$ cat config.mk
export PLATFORM = sky130hd
export DESIGN_NAME = soma_serial
export DESIGN_NICKNAME = d
export VERILOG_FILES = /design/src/rtl/soma_serial.sv
export SDC_FILE = /design/constraint.sdc
export NUM_CORES = 1
export LEC_CHECK = 0
export ABC_AREA = 1
export CAP_MARGIN = 0
export CORE_AREA = 2 2 82 100
export CTS_BUF_LIST = sky130_fd_sc_hd__clkbuf_16
export DETAILED_ROUTE_END_ITERATION = 16
export DIE_AREA = 0 0 84 102
export HOLD_SLACK_MARGIN = 0.12
export PLACE_DENSITY = 0.74
export SLEW_MARGIN = 20
export SYNTH_ARGS = -nofsm -noshare
export SYNTH_HDL_FRONTEND = slang
export SYNTH_SLANG_ARGS = --single-unit
$ cat constraint.sdc
create_clock -name i_clk -period 2.4 [get_ports i_clk]
set_input_delay 0.72 -clock i_clk [delete_from_list [all_inputs] [get_ports i_clk]]
set_output_delay 0.72 -clock i_clk [all_outputs]
set_load 0.02 [all_outputs]
$ cat src/rtl/soma_serial.sv
// Digit-serial two's-complement adder/subtractor: DIGIT bits per cycle, LSB slice first.
// Start is accepted only in IDLE; results appear N+1 edges after acceptance and hold until the next completion.
module soma_serial #(
  parameter int WIDTH = 16,
  parameter int DIGIT = 4
) (
  input  logic             i_clk,
  input  logic             i_rst_n,
  input  logic             i_start,
  input  logic             i_sub,
  input  logic [WIDTH-1:0] i_a,
  input  logic [WIDTH-1:0] i_b,
  output logic             o_busy,
  output logic             o_done,
  output logic [WIDTH-1:0] o_c,
  output logic             o_overflow,
  output logic             o_carry_out
);

  localparam int N  = WIDTH / DIGIT;
  localparam int CW = (N > 1) ? $clog2(N) : 1;
  localparam int LW = $clog2(WIDTH);
  localparam logic [CW-1:0] LAST = CW'(N - 1);

  typedef enum logic [1:0] {S_IDLE, S_RUN, S_DONE} state_t;

  state_t           r_state;
  state_t           w_state_nxt;
  logic [WIDTH-1:0] r_a;
  logic [WIDTH-1:0] r_b;
  logic [WIDTH-1:0] r_sum;
  logic             r_carry;
  logic [CW-1:0]    r_cnt;

  logic [LW-1:0]    w_lsb;
  logic [DIGIT-1:0] w_a_sl;
  logic [DIGIT-1:0] w_b_sl;
  logic [DIGIT-1:0] w_s_sl;
  logic [DIGIT:0]   w_ext;
  logic             w_cout;
  logic             w_cin_msb;
  logic             w_last;
  logic [WIDTH-1:0] w_result;

  // Slice adder; carry into the slice MSB is recovered from its sum bit.
  always_comb begin
    w_lsb     = LW'(int'(r_cnt) * DIGIT);
    w_a_sl    = r_a[w_lsb +: DIGIT];
    w_b_sl    = r_b[w_lsb +: DIGIT];
    w_ext     = {1'b0, w_a_sl} + {1'b0, w_b_sl} + {{DIGIT{1'b0}}, r_carry};
    w_s_sl    = w_ext[DIGIT-1:0];
    w_cout    = w_ext[DIGIT];
    w_cin_msb = w_a_sl[DIGIT-1] ^ w_b_sl[DIGIT-1] ^ w_s_sl[DIGIT-1];
    w_last    = (r_cnt == LAST);
    w_result  = r_sum;
    w_result[w_lsb +: DIGIT] = w_s_sl;
  end

  always_ff @(posedge i_clk or negedge i_rst_n) begin
    if (!i_rst_n) begin
      r_state <= S_IDLE;
    end else begin
      r_state <= w_state_nxt;
    end
  end

  always_comb begin
    w_state_nxt = r_state;
    unique case (r_state)
      S_IDLE:  if (i_start) w_state_nxt = S_RUN;
      S_RUN:   if (w_last)  w_state_nxt = S_DONE;
      S_DONE:  w_state_nxt = S_IDLE;
      default: w_state_nxt = S_IDLE;
    endcase
  end

  always_comb begin
    o_busy = 1'b0;
    o_done = 1'b0;
    unique case (r_state)
      S_RUN:   o_busy = 1'b1;
      S_DONE:  o_done = 1'b1;
      default: ;
    endcase
  end

  // Subtraction is folded in at acceptance: B inverted, carry seeded with 1.
  always_ff @(posedge i_clk or negedge i_rst_n) begin
    if (!i_rst_n) begin
      r_a         <= '0;
      r_b         <= '0;
      r_sum       <= '0;
      r_carry     <= 1'b0;
      r_cnt       <= '0;
      o_c         <= '0;
      o_overflow  <= 1'b0;
      o_carry_out <= 1'b0;
    end else begin
      unique case (r_state)
        S_IDLE: begin
          if (i_start) begin
            r_a     <= i_a;
            r_b     <= i_sub ? ~i_b : i_b;
            r_carry <= i_sub;
            r_cnt   <= '0;
          end
        end
        S_RUN: begin
          r_sum   <= w_result;
          r_carry <= w_cout;
          r_cnt   <= w_last ? '0 : r_cnt + 1'b1;
          if (w_last) begin
            o_c         <= w_result;
            o_carry_out <= w_cout;
            o_overflow  <= w_cin_msb ^ w_cout;
          end
        end
        default: ;
      endcase
    end
  end

endmodule

==> results by group, run 1 <==
Outcome
  – Status: finished, final reports clean

Logic synthesis
  – Synthesized area: 0.00356 sq mm
  – Synth top area cells: dfrtp_1, nand2_1, o21ai_0
  – Area leader, netlist: dfrtp_1
  – Post-Synth Adder-Cell Area: 0.0429
  – Synth cell types: 30
  – Synth Area in Simple Gates: 0.230
  – Mapped Cells: 421
  – Post-synthesis compound-gate area fraction: 0.111
  – Share of the synthesized area in the top cell type: 0.500
  – Yosys warns: 0
  – Seq cells post-synth: 71
  – Post-synthesis sequential area ratio: 0.500
  – Syn Area/Cell: 8.45 sq um
  – Post-Syn Nets: 468
  – Largest family of logic cells by synthesized area: simple AND/OR/NAND/NOR gates
  – Synth Area in XOR/XNOR: 0.0419
  – Post-synthesis mux area share: 0

Routing
  – Via Count: 2,964
  – DRT antenna net count: 0
  – Met2 Routed Length: 4020 um
  – Met1 Routed Length: 3350 um
  – Max Used Layer: met4
  – DR pass1 iterations: 4
  – # DRC: 0
  – DR iter-0 viols: 137
  – Total length of routed wires: 7840 um
  – Via density: 5.10
  – Routed length per instance: 13.5 um
  – Met3 wire length: 260 um

Job
  – Max-cap violation count: 0

Placed design
  – Dpl cells: 562
  – Port bufs: 55
  – Final HPWL DP: 5520 um
  – Place WS: 0.0741 ns
  – GP Congestion: 0.965

CTS
  – Num CTS Buffers: 9
  – Clk sinks: 71
  – CTS clock-pin slew for the worst setup and hold paths: 0.05 ns
  – CTS max path bufs: 2
  – Clk_lat worst skew: 0.33 ns
  – CTS H-tree lvls: 3
  – CTS tree: yes
  – Root Driver: clkbuf_16

Setup path
  – Worst EP required: 2.65 ns
  – Buf/Inv on CP: 1
  – Crit-path max cell delay: 0.46 ns
  – R2r setup slk: 0.1 ns
  – Worst path slowest cell: dfrtp_2
  – Crit path capture type: flip-flop
  – Worst path cell trace: o21ai_1, o22ai_2, fa_2, inv_2, fa_2, nor2_1, nand2_1, o22ai_2, nand2_1, o21ai_0
  – Worst setup SP type: flip-flop
  – CP max FO: 6
  – Kind of critical path: reg -> reg
  – Arrival @ worst endpoint: 2.55 ns
  – Delay-heaviest family, CP: adder cells

Timing
  – Final period util: 0.959
  – Slew Viols, Final: 0
  – Worst slew pin tran: 0.391 ns
  – Final-report setup violation count: 0
  – RSZ-0062 raised after global routing: true
  – Worst Clk Skew: 0.00450 ns
  – Max Freq: 434 MHz
  – Setup ws final: 0.0981 ns
  – Max-Slew Margin vs Limit: 0.740
  – Fin crit period: 2.30 ns
  – Final Hold Viols: 0

Cells and area
  – Multi-input combinational cell area: 0.00158 sq mm
  – Filler Cells Inserted: 686
  – Area growth syn-to-layout: 28.6%
  – Layout Nets: 534
  – Layout cells sized above 1: 0.121
  – Register Area: 0.00178 sq mm
  – Most frequent cells in the layout: nand2_1, dfrtp_1, clkdlybuf4s50_1
  – Most common cell after layout, fill and taps aside: nand2_1
  – Fin cells: 581
  – N_diodes: 0

Power
  – Worst vdd ir: 0.801 mV
  – Leakage: 2.20 nW
  – Power Density: 1440 mW/mm^2

GRT
  – Largest net degree at the start of global routing: 72
  – First-pass GRT wire length: 13,200 um
  – Grt total ovfl: 0
  – Vias in the first global route: 2,946
  – Gr usage total: 0.192
  – Initial antenna violation count: 0

Floorplanning
  – Site Rows: 35
  – Starting Density: 0.469
  – I/O pin cnt: 56
  – Die area: 0.00857 sq mm
  – Core Footprint: 0.00758 sq mm
  – Die height: 102 um
  – Die W: 84 um

Worst hold path
  – Min-Delay Path Class: in -> async
## metrics by stage
| step | hold slack, ns | utilization | instance area, sq um | setup TNS (ns) | power, mW |
|---|---|---|---|---|---|
| final | 0.386 | 0.604 | 4570 | 0 | 6.59 |
| after global routing | 0.448 | 0.604 | 4570 | -0.267 | 7.13 |
| after CTS | 0.432 | 0.589 | 4460 | 0 | 6.34 |
| after detailed placement | 0.466 | 0.557 | 4220 | 0 | 5.19 |
| after global placement | 0.464 | 0.557 | 4220 | 0 | 5.11 |
| after floorplan | 0.424 | - | 3580 | 0 | 4.24 |
## worst paths after layout
path	end	start	cells past startpoint
worst max register to register	r_sum[5]	r_cnt[0]	10
worst max-delay path	r_sum[5]	r_cnt[0]	10
max in group asynchronous	o_c[12]	i_rst_n	2
worst min-delay path	o_c[8]	i_rst_n	2
worst min register to register	o_c[4]	o_c[4]	2
min in group i_clk	o_c[4]	o_c[4]	2
## worst register-to-register path, stage by stage (launching register included)
cell and delay, ns:
dfrtp_2 0.46, o21ai_1 0.23, o22ai_2 0.12, fa_2 0.41, inv_2 0.07, fa_2 0.45, nor2_1 0.11, nand2_1 0.10
o22ai_2 0.14, nand2_1 0.06, o21ai_0 0.07
## logic make-up (layout without fill, tap and decap cells)
logic type,after synthesis,in the layout
AOI/OAI and AO/OA,69,69
and+or+nand+nor,198,198
adders and majority gates,11,11
DFF,71,71
buffers and inverters,55,123
xor gates and xnor gates,17,17
## Yosys cell counts, drive strengths merged
cell type  count
nand2        165
dfrtp         71
o21ai         45
inv           36
nor2          18
buf           17
xnor2         17
o22ai         16
ha             9
nand3          9
nand4          5
a21oi          3
a32oi          2
fa             2
o32ai          2
clkbuf         1
clkinv         1
o21bai         1
or2            1
## power by group
group	internal, mW	total (mW)	switching [mW]
Combinational	1.40	3.47	2.07
Clock	0.667	1.12	0.456
Sequential	1.68	2.00	0.324
## flip-flops by register name, indices dropped and copies added (netlist names)
signal       flops
o_carry_out      1
r_carry          1
r_a             16
r_b             16
r_sum           16
o_c             16
r_cnt            2
r_state          2
o_overflow       1
## repair_timing
action / 4_1_cts / 5_1_grt
setup endpoints to repair: 0 / 23
gates resized for setup: 0 / 21
setup buffers: 0 / 5
endpoints found under the hold margin: 0 / 0
hold buffers: 0 / 0
## area by class of cell
| cell class | count | share of cell area |
|---|---|---|
| Multi-Input combinational cell | 295 | 0.344 |
| Clock inverter | 4 | 0.00356 |
| Timing Repair Buffer | 72 | 0.156 |
| Inverter | 37 | 0.0320 |
| Sequential cell | 71 | 0.389 |
| Clock buffer | 9 | 0.0492 |
| Tap cell | 92 | 0.0252 |
| Timing Repair inverter | 1 | 0.00109 |
## metal layers
| layer | global-route usage | vias to the layer above |
|---|---|---|
| met5 | 0 | - |
| met1 | 0.226 | 1400 |
| li1 | - | 1476 |
| met3 | 0.0307 | 20 |
| met4 | 0.0943 | 0 |
| met2 | 0.345 | 68 |
Note: power is estimated with default switching activity, not from simulation.
==> run 2: changes to the inputs <==
--- a/config.mk
+++ b/config.mk
@@ -13,6 +13,7 @@
 export DIE_AREA = 0 0 84 102
 export HOLD_SLACK_MARGIN = 0.12
 export PLACE_DENSITY = 0.74
+export RECOVER_POWER = 50
 export SLEW_MARGIN = 20
 export SYNTH_ARGS = -nofsm -noshare
 export SYNTH_HDL_FRONTEND = slang
==> results by group, run 2 (same netlist as run 1, synthesis figures left out) <==
Floorplanning
  – Die area: 0.00857 sq mm (unchanged)
  – Die height: 102 um (unchanged)
  – Die W: 84 um (unchanged)
  – Site Rows: 35 (unchanged)
  – Starting Density: 0.469 (unchanged)
  – Core Footprint: 0.00758 sq mm (unchanged)
  – I/O pin cnt: 56 (unchanged)

Cells and area
  – Final Cell Area: 0.00456 sq mm (-0.38%)
  – Core Util, Final: 0.601 (-0.00231)
  – N_diodes: 0 (unchanged)
  – Most frequent cells in the layout: nand2_1, dfrtp_1, clkdlybuf4s50_1
  – Layout Nets: 534 (unchanged)
  – Most common cell after layout, fill and taps aside: nand2_1
  – Multi-input combinational cell area: 0.00158 sq mm (unchanged)
  – Register Area: 0.00178 sq mm (unchanged)
  – Layout cells sized above 1: 0.121 (unchanged)
  – Fin cells: 581 (unchanged)
  – Filler Cells Inserted: 688 (+0.29%)
  – Area growth syn-to-layout: 28.1%

Timing
  – Slew Viols, Final: 72 (+72)
  – Fin crit period: 2.30 ns (+0.00149 ns)
  – Final Hold Viols: 0 (unchanged)
  – Worst Clk Skew: 0.00423 ns (-0.000276 ns)
  – Max-Slew Margin vs Limit: -0.0233 (-0.763)
  – Max Freq: 434 MHz (about the same)
  – Final period util: 0.960 (about the same)
  – Worst slew pin tran: 1.54 ns (+1.14 ns)
  – Setup ws final: 0.0966 ns (-0.00149 ns)
  – Final-report setup violation count: 0 (unchanged)
  – RSZ-0062 raised after global routing: true

Setup path
  – Reg-to-Reg Start: r_cnt[0]
  – Worst setup SP type: flip-flop
  – Reg2reg end: r_sum[6]
  – Crit-path max cell delay: 0.46 ns (about the same)
  – Kind of critical path: reg -> reg
  – R2R depth: 11 (+1)
  – Arrival @ worst endpoint: 2.50 ns (-0.05 ns)
  – CP max FO: 6 (unchanged)
  – Worst path cell trace: o21ai_1, o22ai_2, fa_2, inv_2, fa_2, inv_1, or2_2, nand4_1, o22ai_1, nand2_1, o21ai_0
  – Worst path slowest cell: dfrtp_2
  – Worst path most repeated cell: fa_2
  – Crit path capture type: flip-flop
  – R2r setup slk: 0.1 ns (about the same)
  – Worst EP required: 2.60 ns (-0.05 ns)

GRT
  – Gr usage total: 0.192 (unchanged)
  – First-pass GRT wire length: 13,200 um (unchanged)
  – Grt total ovfl: 0 (unchanged)
  – Largest net degree at the start of global routing: 72 (unchanged)
  – Vias in the first global route: 2,946 (unchanged)
  – Initial antenna violation count: 0 (unchanged)

Routing
  – DRT antenna net count: 0 (unchanged)
  – # DRC: 0 (unchanged)
  – Via Count: 2,965 (+0.034%)
  – DR pass1 iterations: 4 (unchanged)
  – Routed length per instance: 13.4 um (-0.43%)
  – Total length of routed wires: 7800 um (-0.43%)
  – DR iter-0 viols: 134 (-2.2%)
  – Via density: 5.10 (about the same)

Placed design
  – GP Congestion: 0.965 (unchanged)
  – Place WS: 0.0741 ns (unchanged)
  – Port bufs: 55 (unchanged)
  – Dpl cells: 562 (unchanged)
  – Final HPWL DP: 5520 um (unchanged)
  – Placement Cell Area: 0.00422 sq mm (unchanged)

CTS
  – CTS tree: yes
  – CTS H-tree lvls: 3 (unchanged)
  – CTS clock-pin slew for the worst setup and hold paths: 0.05 ns (about the same)
  – CTS max path bufs: 2 (unchanged)
  – # hold bufs at CTS: 0 (unchanged)
  – Num CTS Buffers: 9 (unchanged)
  – Clk sinks: 71 (unchanged)
  – Clk_lat worst skew: 0.33 ns (about the same)
  – Root Driver: clkbuf_16

Outcome
  – Failing checks: max-capacitance violations, max-slew violations
  – Status: finished with violations

Power
  – Leakage: 2.20 nW (-0.28%)
  – Worst vdd ir: 0.800 mV (-0.12%)
  – Power Density: 1450 mW/mm^2 (+0.28%)

Job
  – Max-cap violation count: 1 (+1)

Worst hold path
  – Min-Delay Path Class: reg -> reg
  – Hold Path Sink: o_c[4]
  – Hold Path Origin: o_c[4]
  – WHS Path Cells: 2
run 2: how the worst max path moves through the flow:
stage	startpoint	cells after the start	end	slack [ns]
2_1_floorplan	r_cnt[0]	13	r_sum[5]	0.0005
3_3_place_gp	r_cnt[0]	11	r_sum[5]	0.14
3_5_place_dp	r_cnt[0]	11	r_sum[13]	0.07
4_1_cts	r_state[1]	4	o_busy	0.04
5_1_grt	r_cnt[0]	10	r_sum[13]	-0.06
6_report	r_cnt[0]	11	r_sum[6]	0.1
run 2: worst max-delay path, delay by kind of cell, from the launching register on:
kind | cells | cell delay (ns)
fa+ha+maj | 2 | 0.58
compound gates | 4 | 0.53
simple gates | 3 | 0.48
flops | 1 | 0.46
buf+inv | 2 | 0.12
run 2: per-layer routing:
metal  share of wire  global-route usage  up-vias
li1                -                   -     1474
met2            0.51               0.345       68
met5               0                   0        -
met1            0.43               0.226     1403
met4           0.026              0.0943        0
met3           0.033              0.0307       20
run 2: report_power, final:
group / total [mW] / internal, mW / switching [mW]
sequential: 2.00 / 1.68 / 0.323
combinational: 3.47 / 1.40 / 2.07
clock: 1.12 / 0.667 / 0.454
run 2: per-stage QoR:
step / power [mW] / hold WS [ns] / setup TNS, ns
CTS: 6.34 / 0.432 / 0
global placement: 5.11 / 0.464 / 0
finish: 6.59 / 0.477 / 0
floorplan: 4.24 / 0.424 / 0
detailed placement: 5.19 / 0.466 / 0
global route: 7.13 / 0.498 / -0.267
run 2: cell type report:
type                            count  area share
Sequential cell                    71       0.390
Multi-Input combinational cell    295       0.346
Timing Repair Buffer               72       0.152
Clock buffer                        9      0.0494
Inverter                           37      0.0321
Tap cell                           92      0.0253
Clock inverter                      4     0.00357
Timing Repair inverter              1     0.00110
run 2: what timing repair did:
action / CTS / global route
buffers inserted: 0 / 5
gates resized for setup: 0 / 21
endpoints found under the setup margin: 0 / 23
==> run 3: changes to the inputs <==
--- a/config.mk
+++ b/config.mk
@@ -7,12 +7,15 @@
 export LEC_CHECK = 0
 export ABC_AREA = 1
 export CAP_MARGIN = 0
-export CORE_AREA = 2 2 82 100
+export CELL_PAD_IN_SITES_DETAIL_PLACEMENT = 1
+export CELL_PAD_IN_SITES_GLOBAL_PLACEMENT = 1
+export CORE_AREA = 2 2 94 114
 export CTS_BUF_LIST = sky130_fd_sc_hd__clkbuf_16
 export DETAILED_ROUTE_END_ITERATION = 16
-export DIE_AREA = 0 0 84 102
+export DIE_AREA = 0 0 96 116
+export GPL_ROUTABILITY_DRIVEN = 0
 export HOLD_SLACK_MARGIN = 0.12
-export PLACE_DENSITY = 0.74
+export PLACE_DENSITY_LB_ADDON = 0.1
 export RECOVER_POWER = 50
 export SLEW_MARGIN = 20
 export SYNTH_ARGS = -nofsm -noshare
==> results by group, run 3 (same netlist as run 1, synthesis figures left out) <==
Setup path
  – Arrival @ worst endpoint: 2.56 ns (+0.06 ns)
  – Worst setup SP type: flip-flop
  – R2r setup slk: 0.10 ns (about the same)
  – Reg-to-Reg Start: r_cnt[0]
  – Worst path slowest cell: fa_2
  – CP max FO: 6 (unchanged)
  – Worst path cell trace: buf_12, nor2_2, o22ai_2, fa_2, inv_2, fa_2, nor2_1, nand2_1, o22ai_2, nand2_1, o21ai_1
  – Reg2reg end: r_sum[5]
  – Delay-heaviest family, CP: adder cells
  – Kind of critical path: reg -> reg
  – Worst EP required: 2.66 ns (+0.06 ns)
  – Crit path capture type: flip-flop
  – Crit-path max cell delay: 0.46 ns (about the same)
  – Buf/Inv on CP: 2 (unchanged)
  – R2R depth: 11 (unchanged)

Cells and area
  – Layout Nets: 536 (+0.37%)
  – Core Util, Final: 0.470 (-0.131)
  – Layout cells sized above 1: 0.144 (+0.0231)
  – N_diodes: 0 (unchanged)
  – Filler Cells Inserted: 1,175 (+71%)
  – Most common cell after layout, fill and taps aside: nand2_1
  – Most frequent cells in the layout: nand2_1, dfrtp_1, clkdlybuf4s50_1
  – Area growth syn-to-layout: 31.6%

Power
  – Power Density: 1460 mW/mm^2 (+0.95%)
  – Worst vdd ir: 0.544 mV (-32%)
  – Leakage: 2.24 nW (+1.8%)

Timing
  – Max-Slew Margin vs Limit: -0.0980 (-0.0746)
  – Final period util: 0.956 (-0.00330)
  – Slew Viols, Final: 72 (unchanged)
  – Worst Clk Skew: 0.00640 ns (+0.00218 ns)
  – RSZ-0062 raised after global routing: true
  – Max Freq: 436 MHz (+0.35%)
  – Final Hold Viols: 0 (unchanged)
  – Fin crit period: 2.30 ns (-0.00793 ns)
  – Setup TNS: 0 ns (unchanged)
  – Hold slack: 0.475 ns (-0.00177 ns)
  – Worst slew pin tran: 1.65 ns (+0.112 ns)
  – Final-report setup violation count: 0 (unchanged)

GRT
  – Largest net degree at the start of global routing: 72 (unchanged)
  – First-pass GRT wire length: 15,100 um (+15%)
  – Vias in the first global route: 3,184 (+8.1%)
  – Gr usage total: 0.176 (-0.0157)
  – Initial antenna violation count: 0 (unchanged)
  – Grt total ovfl: 0 (unchanged)

CTS
  – CTS H-tree lvls: 3 (unchanged)
  – Root Driver: clkbuf_16
  – CTS tree: yes
  – CTS max path bufs: 2 (unchanged)
  – Clk_lat worst skew: 0.33 ns (about the same)
  – CTS clock-pin slew for the worst setup and hold paths: 0.06 ns (about the same)
  – Clk sinks: 71 (unchanged)
  – Num CTS Buffers: 9 (unchanged)

Placed design
  – Final HPWL DP: 6300 um (+14%)
  – Port bufs: 55 (unchanged)

Routing
  – Total length of routed wires: 8840 um (+13%)
  – Routed length per instance: 14.3 um (+6.2%)
  – DRT antenna net count: 0 (unchanged)
  – Via Count: 2,972 (+0.24%)
  – # DRC: 0 (unchanged)
  – Via density: 4.79 (-6.1%)
  – DR iter-0 viols: 76 (-43%)
  – DR pass1 iterations: 4 (unchanged)

Floorplanning
  – Core Footprint: 0.00996 sq mm (+31%)
  – Die W: 96 um (+14%)
  – I/O pin cnt: 56 (unchanged)
  – Die area: 0.0111 sq mm (+30%)
  – Starting Density: 0.357 (-0.112)
  – Die height: 116 um (+14%)
  – Site Rows: 40 (+14%)

Worst hold path
  – Hold Path Origin: o_c[8]
  – Hold Path Sink: o_c[8]
  – Min-Delay Path Class: reg -> reg
  – WHS Path Cells: 2 (unchanged)

Job
  – Max-cap violation count: 1 (unchanged)

Outcome
  – Status: finished with violations
  – Failing checks: max-capacitance violations, max-slew violations
## run 3: cell types whose count changed in the layout (fill, tap and decap cells not counted), moves of 2 or more
cell | previous run | this run
o22ai_2 | 4 | 6
clkinv_1 | 3 | 1
buf_4 | 12 | 15
o22ai_1 | 12 | 10
## run 3: power by group
group / internal (mW) / switching (mW) / leakage (nW)
Clock: 0.787 / 0.484 / 0.149
Combinational: 1.44 / 2.13 / 1.16
Sequential: 1.68 / 0.308 / 0.923
Total: 3.91 / 2.92 / 2.24
## run 3: area by class of cell
cell class / count / area [sq um] / share of cell area
Clock buffer: 9 / 225 / 0.0481
Sequential cell: 71 / 1780 / 0.380
Inverter: 37 / 146 / 0.0313
Clock inverter: 7 / 56.3 / 0.0120
Multi-Input combinational cell: 295 / 1610 / 0.344
Tap cell: 126 / 158 / 0.0337
Timing Repair Buffer: 75 / 707 / 0.151
## run 3: worst reg2reg max path, cell delays in order, from the launching register on
cell and delay (ns):
dfrtp_2 0.45, buf_12 0.15, nor2_2 0.12, o22ai_2 0.10, fa_2 0.41, inv_2 0.07
fa_2 0.46, nor2_1 0.12, nand2_1 0.10, o22ai_2 0.12, nand2_1 0.06, o21ai_1 0.07
## run 3: timing repair
item                       4_1_cts  5_1_grt
gates resized for setup          1       27
setup buffers                    0        7
hold buffers                     0        0
setup endpoints to repair        4       18
pin swaps                        1       13
## run 3: per-stage QoR
stage          power, mW  area (sq um)  std cells  worst slack, ns
5_1_grt             7.46          4680        620          -0.0613
4_1_cts             6.67          4580        613         0.000204
2_1_floorplan       4.24          3580        421         0.000478
3_3_place_gp        5.29          4300        597           0.0514
6_report            6.83          4680        620            0.105
3_5_place_dp        5.34          4300        597          -0.0231
## run 3: layer usage
metal  wire, um  global-route usage
met1       3790               0.204
met2       4680               0.315
met3        244              0.0475
met4        130              0.0543
met5          0                   0
## run 3: worst max path at each step
stage,startpoint,end,depth (start not counted)
floorplan,r_cnt[0],r_sum[5],13
global placement,r_cnt[0],o_c[9],9
detailed placement,r_cnt[0],o_c[9],9
CTS,r_cnt[0],o_c[9],9
global route,r_cnt[0],r_sum[5],11
finish,r_cnt[0],r_sum[5],11
